`src/rtl/animated_sprite_object.sv`:
```
// Multi-frame sprite drawer: hit test, scaled/flipped ROM addressing, colour-key transparency
// and an animation sequencer, with positions latched at start of frame.
module animated_sprite_object #(
  parameter int unsigned OBJ_W       = 32,
  parameter int unsigned OBJ_H       = 32,
  parameter int unsigned NUM_FRAMES  = 4,
  parameter int unsigned FRAME_TICKS = 8,
  parameter int unsigned SCALE_LOG2  = 0,
  parameter logic [7:0]  TRANSP_KEY  = 8'hFF,
  parameter int unsigned COORD_W     = 11,
  localparam int unsigned ADDR_W     = $clog2(NUM_FRAMES * OBJ_W * OBJ_H),
  localparam int unsigned FIDX_W     = (NUM_FRAMES > 1) ? $clog2(NUM_FRAMES) : 1
) (
  input  logic               CLK,
  input  logic               RESETn,
  input  logic [COORD_W-1:0] oCoord_X,
  input  logic [COORD_W-1:0] oCoord_Y,
  input  logic               startOfFrame,
  input  logic [COORD_W-1:0] ObjectStartX,
  input  logic [COORD_W-1:0] ObjectStartY,
  input  logic               flip_h,
  input  logic               anim_en,
  input  logic               loop_mode,
  input  logic               restart,
  output logic [ADDR_W-1:0]  rom_addr,
  input  logic [7:0]         rom_data,
  output logic               drawing_request,
  output logic [7:0]         mVGA_RGB,
  output logic [FIDX_W-1:0]  frame_idx,
  output logic               anim_done
);

  localparam int unsigned CW1    = COORD_W + 1;
  localparam int unsigned TICK_W = (FRAME_TICKS > 1) ? $clog2(FRAME_TICKS) : 1;
  localparam logic [CW1-1:0] BoxW = CW1'(OBJ_W << SCALE_LOG2);
  localparam logic [CW1-1:0] BoxH = CW1'(OBJ_H << SCALE_LOG2);

  typedef enum logic [1:0] {StIdle, StPlay, StDone} state_e;

  state_e              state;
  logic [TICK_W-1:0]   tick;
  logic [COORD_W-1:0]  pos_x, pos_y;
  logic                flip_q;
  logic                hit, hit_d1;
  logic [CW1-1:0]      x_ext, y_ext, px_ext, py_ext, rel_x, rel_y;
  logic [ADDR_W-1:0]   lx, ly, lx_eff, addr;

  // Position and flip only change at frame boundaries so a sprite is never torn.
  always_ff @(posedge CLK or negedge RESETn) begin
    if (!RESETn) begin
      pos_x  <= '0;
      pos_y  <= '0;
      flip_q <= 1'b0;
    end else if (startOfFrame) begin
      pos_x  <= ObjectStartX;
      pos_y  <= ObjectStartY;
      flip_q <= flip_h;
    end
  end

  // One extra bit keeps the box end from wrapping near the right/bottom screen edge.
  always_comb begin
    x_ext  = {1'b0, oCoord_X};
    y_ext  = {1'b0, oCoord_Y};
    px_ext = {1'b0, pos_x};
    py_ext = {1'b0, pos_y};
    hit    = (x_ext >= px_ext) && (x_ext < px_ext + BoxW) &&
             (y_ext >= py_ext) && (y_ext < py_ext + BoxH);
    rel_x  = x_ext - px_ext;
    rel_y  = y_ext - py_ext;
    lx     = ADDR_W'(rel_x >> SCALE_LOG2);
    ly     = ADDR_W'(rel_y >> SCALE_LOG2);
    lx_eff = flip_q ? (ADDR_W'(OBJ_W - 1) - lx) : lx;
    addr   = ADDR_W'(frame_idx) * ADDR_W'(OBJ_W * OBJ_H) + ly * ADDR_W'(OBJ_W) + lx_eff;
    rom_addr = hit ? addr : '0;
  end

  // hit_d1 lines up with rom_data, which arrives one cycle after rom_addr.
  always_ff @(posedge CLK or negedge RESETn) begin
    if (!RESETn) begin
      hit_d1          <= 1'b0;
      drawing_request <= 1'b0;
      mVGA_RGB        <= 8'h00;
    end else begin
      hit_d1          <= hit;
      drawing_request <= hit_d1 && (rom_data != TRANSP_KEY);
      mVGA_RGB        <= hit_d1 ? rom_data : 8'h00;
    end
  end

  always_ff @(posedge CLK or negedge RESETn) begin
    if (!RESETn) begin
      state     <= StIdle;
      frame_idx <= '0;
      tick      <= '0;
      anim_done <= 1'b0;
    end else if (restart) begin
      state     <= StPlay;
      frame_idx <= '0;
      tick      <= '0;
      anim_done <= 1'b0;
    end else begin
      case (state)
        StIdle: begin
          frame_idx <= '0;
          if (anim_en) state <= StPlay;
        end
        StPlay: begin
          if (startOfFrame && anim_en) begin
            if (tick == TICK_W'(FRAME_TICKS - 1)) begin
              tick <= '0;
              if (frame_idx == FIDX_W'(NUM_FRAMES - 1)) begin
                if (loop_mode) begin
                  frame_idx <= '0;
                end else begin
                  state     <= StDone;
                  anim_done <= 1'b1;
                end
              end else begin
                frame_idx <= frame_idx + FIDX_W'(1);
              end
            end else begin
              tick <= tick + TICK_W'(1);
            end
          end
        end
        StDone: anim_done <= 1'b1;
        default: state <= StIdle;
      endcase
    end
  end

endmodule

```
`config.mk`:
```
export PLATFORM = sky130hd
export DESIGN_NAME = animated_sprite_object
export DESIGN_NICKNAME = d
export VERILOG_FILES = /design/src/rtl/animated_sprite_object.sv
export SDC_FILE = /design/constraint.sdc
export NUM_CORES = 1
export LEC_CHECK = 0
export ABC_AREA = 1
export CORE_MARGIN = 10
export CORE_UTILIZATION = 52
export DETAILED_ROUTE_END_ITERATION = 12
export PLACE_DENSITY = 0.93
export SLEW_MARGIN = 20
export SYNTH_ARGS = -nofsm -noshare
export SYNTH_HDL_FRONTEND = slang
export SYNTH_SLANG_ARGS = --single-unit
```
`constraint.sdc`:
```
create_clock -name CLK -period 4.9 [get_ports CLK]
set_clock_uncertainty 0.2 [all_clocks]
set_input_delay 0.735 -clock CLK [delete_from_list [all_inputs] [get_ports CLK]]
set_output_delay 0.735 -clock CLK [all_outputs]
set_load 0.02 [all_outputs]
```
### Word level (Yosys, flattened, before mapping)

Index checks and enable logic that the tools add are counted.

* bits in registers: 41
* bits of input ports: 59
* output and inout port bits: 24

* add/sub/neg operators: 9
* order comparisons: 4
* equal/unequal tests: 12
* multiplexer cells: 26
* reduce and logical (&&, ||, !) cells: 14

Operator list (count)
* 11-bit by 6-bit adder with 12-bit output, second input constant: 2
* 12-bit adder: 2
* 11-bit by 12-bit less-than comparator with 1-bit output: 2
* 12-bit two-way mux: 2
* 11-bit greater-or-equal comparator: 2
* 2-bit two-way mux: 11
* 3-bit != test, second input constant: 5
* 3-bit two-way mux: 4
* 11-bit by 11-bit subtractor with 12-bit output: 1
* 5-bit by 12-bit subtractor with 12-bit output, first input constant: 1
* 8-bit two-way mux: 1
* 8-bit != test, second input constant: 1
* 7-bit subtractor: 1
* 2-bit case mux with 3 select lines: 1
* 6-bit AND reduction: 1
* 3-bit nonzero test: 2
* 1-bit logical AND: 5
* 1-bit two-way mux: 5
* 5-bit AND reduction: 1
* 2-bit equality test, second input constant: 2
* 4-bit != test, second input constant: 1
* 2-bit case mux with 2 select lines: 1
* 4-bit AND reduction: 1
* 2-bit nonzero test: 2
* 8 further kinds: 8

### Longest topological paths before layout

* depth after elaboration: 6
* depth in mapped cells: 26

### Worst setup path before layout

No wires, ideal clock.

* kind: input -> output
* start: in oCoord_X[0]
* end: out rom_addr[11]
* arrival: 3930 ps
* required time: 3965 ps
* path slack: 35 ps
* stages on the path: 26
* buffers on the path: 0
* cells stage by stage: inv_1 > ha_1 > inv_1 > fa_1 > nand2_1 > nand2_1 > nand2_2 > o21ai_1 > xnor2_1 > nand2_1 > o21ai_2 > xor2_1 > inv_1 > ha_1 > ha_1 > a21oi_1 > nand2_1 > nand2_1 > nand2_1 > a21oi_1 > inv_1 > nand3_1 > nand2_1 > nand2_1 > nand2_1 > nor2_1

* word-level cells in the longest chain between the ends: 5
* elaborated cells between the ends (all ways): 10
* those cells by class: 3 x add/sub; 2 x order compare; 2 x mux; 3 x reduce/logical

RTL lines
* start: declaration: line 16 `input logic [COORD_W-1:0] oCoord_X,`
* 11-bit by 11-bit subtractor with 12-bit output (tied with other cells): line 69 `rel_x = x_ext - px_ext;`
* 5-bit by 12-bit subtractor with 12-bit output / 1-bit logical AND (equally long branches): line 73, 67
* 12-bit two-way mux / 1-bit logical AND (equally long branches): line 73, 67
* 12-bit adder / 1-bit logical AND (equally long branches): line 74, 68
* 12-bit two-way mux (*): line 75 `rom_addr = hit ? addr : '0;`
* end: declaration: line 25 `output logic [ADDR_W-1:0] rom_addr,`

Mark *: on every way between the ends. The rest lies on a longest branch, timed or not.

### Final worst setup path

Ends and elaborated chain as after synthesis.

==> results by group <==
Die
  – Die Y-Extent: between 100 and 150 um
  – Initial Util: 53.8%
  – Top Ports: 83
  – Core box area: ~7000 um2
  – Die area: roughly 11000 um2
  – Die width: roughly 100 um
  – Rows: 30

STA
  – Post-layout minimum cycle time: 5020 ps
  – Final period util: 102%
  – Final Hold Fails: 0
  – Setup slack after layout: -119 ps
  – Worst slew pin tran: about 890 ps
  – Unrepaired setup endpoints after global routing: yes
  – Setup TNS: -119 ps
  – Fmax: 0.199 GHz
  – Final Setup Violations: 1
  – WHS: 299 ps
  – Slew HR: 40.6%
  – Max Slew Vio Count: 0

Clock network
  – H-Tree Depth: 2
  – Root Driver: clkbuf_8
  – Cts bufs inserted: 5
  – Clock Pin Slew Worst Setup and Hold Paths: 70 ps
  – Hold buffers post-CTS: 0
  – CTS max path bufs: 2
  – Clock Latency Late Sink: 290 ps
  – CTS tree: yes
  – Clk sinks: 41

Global routing
  – Grt ovf: 0
  – Global-route wire length before repair: between 15000 and 20000 um
  – Initial antenna violation count: 0
  – Largest net degree at the start of global routing: 46
  – Gr usage total: 21.4%
  – Vias in the first global route: around 4.2k

Logic synthesis
  – Syn. warnings: 0
  – Synth area leader: dfrtp_1
  – Post-synthesis register bit count: 41
  – Post-synth EDFFs: 0
  – Yosys cell types: 37
  – Syn Std Cell Area: 3700 um2
  – Asr flop ratio synth: 100%
  – Synthesized instance count: about 500
  – Top cells by count, synth: nand2_1, inv_1, ha_1
  – Most common cell in the synthesized netlist: nand2_1
  – Mapped Avg Cell Area: between 7 and 8 um2
  – Synth top area share: 27.7%
  – Part of the Yosys area used for sequential elements: 27.7%
  – Main synth FF type: dfrtp_1
  – Net Count, Synth: approximately 610
  – Synth top area cells: dfrtp_1, ha_1, nand2_1

Power
  – Power per cell area: around 330 nW/um2
  – Static Leak: 2.77 nW
  – Worst VDD drop: between 0.0002 and 0.00025 V

Placed design
  – Placed Instances: 715
  – Detail Placement HPWL: 9140 um
  – GPL Wtd Cong: 0.923
  – Input/output buffers: 82

Worst setup path
  – Critical path capture point type: output port
  – Delay-heaviest family, CP: adder cells
  – R2r worst-path depth: 11
  – Slowest CP cell: fa_2
  – CP max FO: 3
  – Kind of critical path: in -> out
  – Flop-to-flop setup slack: about 2300 ps
  – Critical R2R Launch: pos_x[5]$_DFFE_PN0P_
  – Startpoint class of the critical path: input port
  – CP Data Arrival Time: 4080 ps
  – Slowest cell delay on critical path: 400 ps
  – Buffers plus inverters on the worst setup path: 6
  – Worst path required time: 3960 ps
  – Levels on crit path: 28
  – Reg2reg end: hit_d1$_DFF_PN0_

Hold path
  – Hold EP: tick[0]$_DFFE_PN0P_
  – Hold-critical path depth: 1
  – Hold wc startpoint: tick[0]$_DFFE_PN0P_
  – HP Class: reg -> reg

Routing
  – Drt drc: 0
  – Detail Route Antenna Nets: 0
  – Drt total wl: roughly 12000 um
  – Iter 0 DRT Violations: 267
  – Via density: 5.47
  – Drt pass-1 iters: 5
  – Vias post-DR: a little over 4k
  – Routed len/inst: 16.4 um

Status
  – Failing checks: setup timing
  – Run status: finished with violations

Finish
  – Share of cells above drive strength 1: 22.8%
  – Antenna Cells: 0
  – Fin nets: 754
  – Finished Layout Cells: between 700 and 800
  – Layout area overhead: 48.1%

Run
  – Max Cap Viol: 0
[repair_timing]
item,in CTS,in global routing
pin swaps,31,18
gates resized for setup,74,28
setup endpoints to repair,6,6
setup buffers,13,2
[per-stage QoR]
| step | worst slack [ps] | power [mW] | instance area, um2 | util, % |
|---|---|---|---|---|
| after floorplan | 35.1 | 0.912 | 3700 | - |
| after global placement | -871 | 1.20 | 4950 | 72.1 |
| after detailed placement | -1030 | 1.26 | 4950 | 72.1 |
| after CTS | 5.14 | 1.66 | 5380 | 78.4 |
| after global routing | -285 | 1.93 | 5470 | 79.7 |
| final | -119 | 1.83 | 5470 | 79.7 |
[per-layer routing]
layer | track usage, % | wire (um) | vias to the layer above
met4 | 8.95 | 530 | 0
met1 | 23.5 | 4680 | 1875
met3 | 4.09 | 810 | 53
met2 | 38.8 | 6050 | 204
met5 | 0 | 0 | -
li1 | - | - | 1898
[cell usage in the layout (no fill, tap or decap), types with 2 or more instances in the layout]
cell type        instances
nand2_1                104
inv_1                   79
clkdlybuf4s50_1         67
buf_4                   64
dfrtp_1                 41
ha_1                    35
nand3_1                 27
o21ai_0                 25
nor2_1                  23
a21oi_1                 18
xor2_1                  17
ha_4                    14
nand2_2                 11
nor2_2                  11
nand4_1                  8
xnor2_1                  7
dlygate4sd2_1            7
clkbuf_8                 6
inv_2                    5
o21ai_1                  5
nor3_1                   5
xnor2_2                  4
o21a_1                   4
buf_6                    4
nand2_4                  3
a21o_1                   3
nor3b_1                  3
nand3b_1                 3
a31oi_1                  3
or2_1                    2
nor2_4                   2
o211ai_1                 2
a21oi_4                  2
nand3_2                  2
mux2_2                   2
fa_1                     2
fa_2                     2
buf_2                    2
[worst max path at each step]
stage | startpoint | end | slack (ps)
floorplan | oCoord_X[0] | rom_addr[11] | 40
global route | oCoord_X[2] | rom_addr[11] | -290
CTS | oCoord_X[0] | rom_addr[11] | 5
detailed placement | oCoord_X[0] | rom_addr[11] | -1030
global placement | oCoord_X[0] | rom_addr[11] | -870
finish | oCoord_X[0] | rom_addr[11] | -120
[cell families (layout without fill, tap and decap cells)]
| group | Yosys count | in the layout | share of synthesized area [%] |
|---|---|---|---|
| and+or+nand+nor | 208 | 208 | 25.0 |
| buffers and inverters | 94 | 237 | 9.75 |
| AOI/OAI and AO/OA | 70 | 70 | 11.0 |
| adders and majority gates | 54 | 54 | 19.1 |
| DFF | 41 | 41 | 27.7 |
| xor gates and xnor gates | 29 | 29 | 6.87 |
| muxes | 2 | 2 | 0.609 |
[where the power goes]
part	switching (mW)	leakage [nW]	internal [mW]	total, mW
logic	0.621	2.21	0.588	1.21
registers	0.0269	0.521	0.368	0.395
clock network	0.111	0.0433	0.111	0.223
total	0.760	2.77	1.07	1.83
[final cells by class]
cell class	instances	area [um2]
flip-flops and latches	41	1030
multi-input cells	363	2640
fillers	420	1400
repair buffers	145	1270
well taps	96	120
clock inverters	1	7.51
clock buffers	6	82.6
inverters	85	322
[sequential cells by signal, summed over array words and instances (netlist names)]
signal,flops
flip_q,1
anim_done,1
mVGA_RGB,8
state,2
pos_x,11
hit_d1,1
drawing_request,1
frame_idx,2
pos_y,11
tick,3
Power figures use the tool's default switching activity.
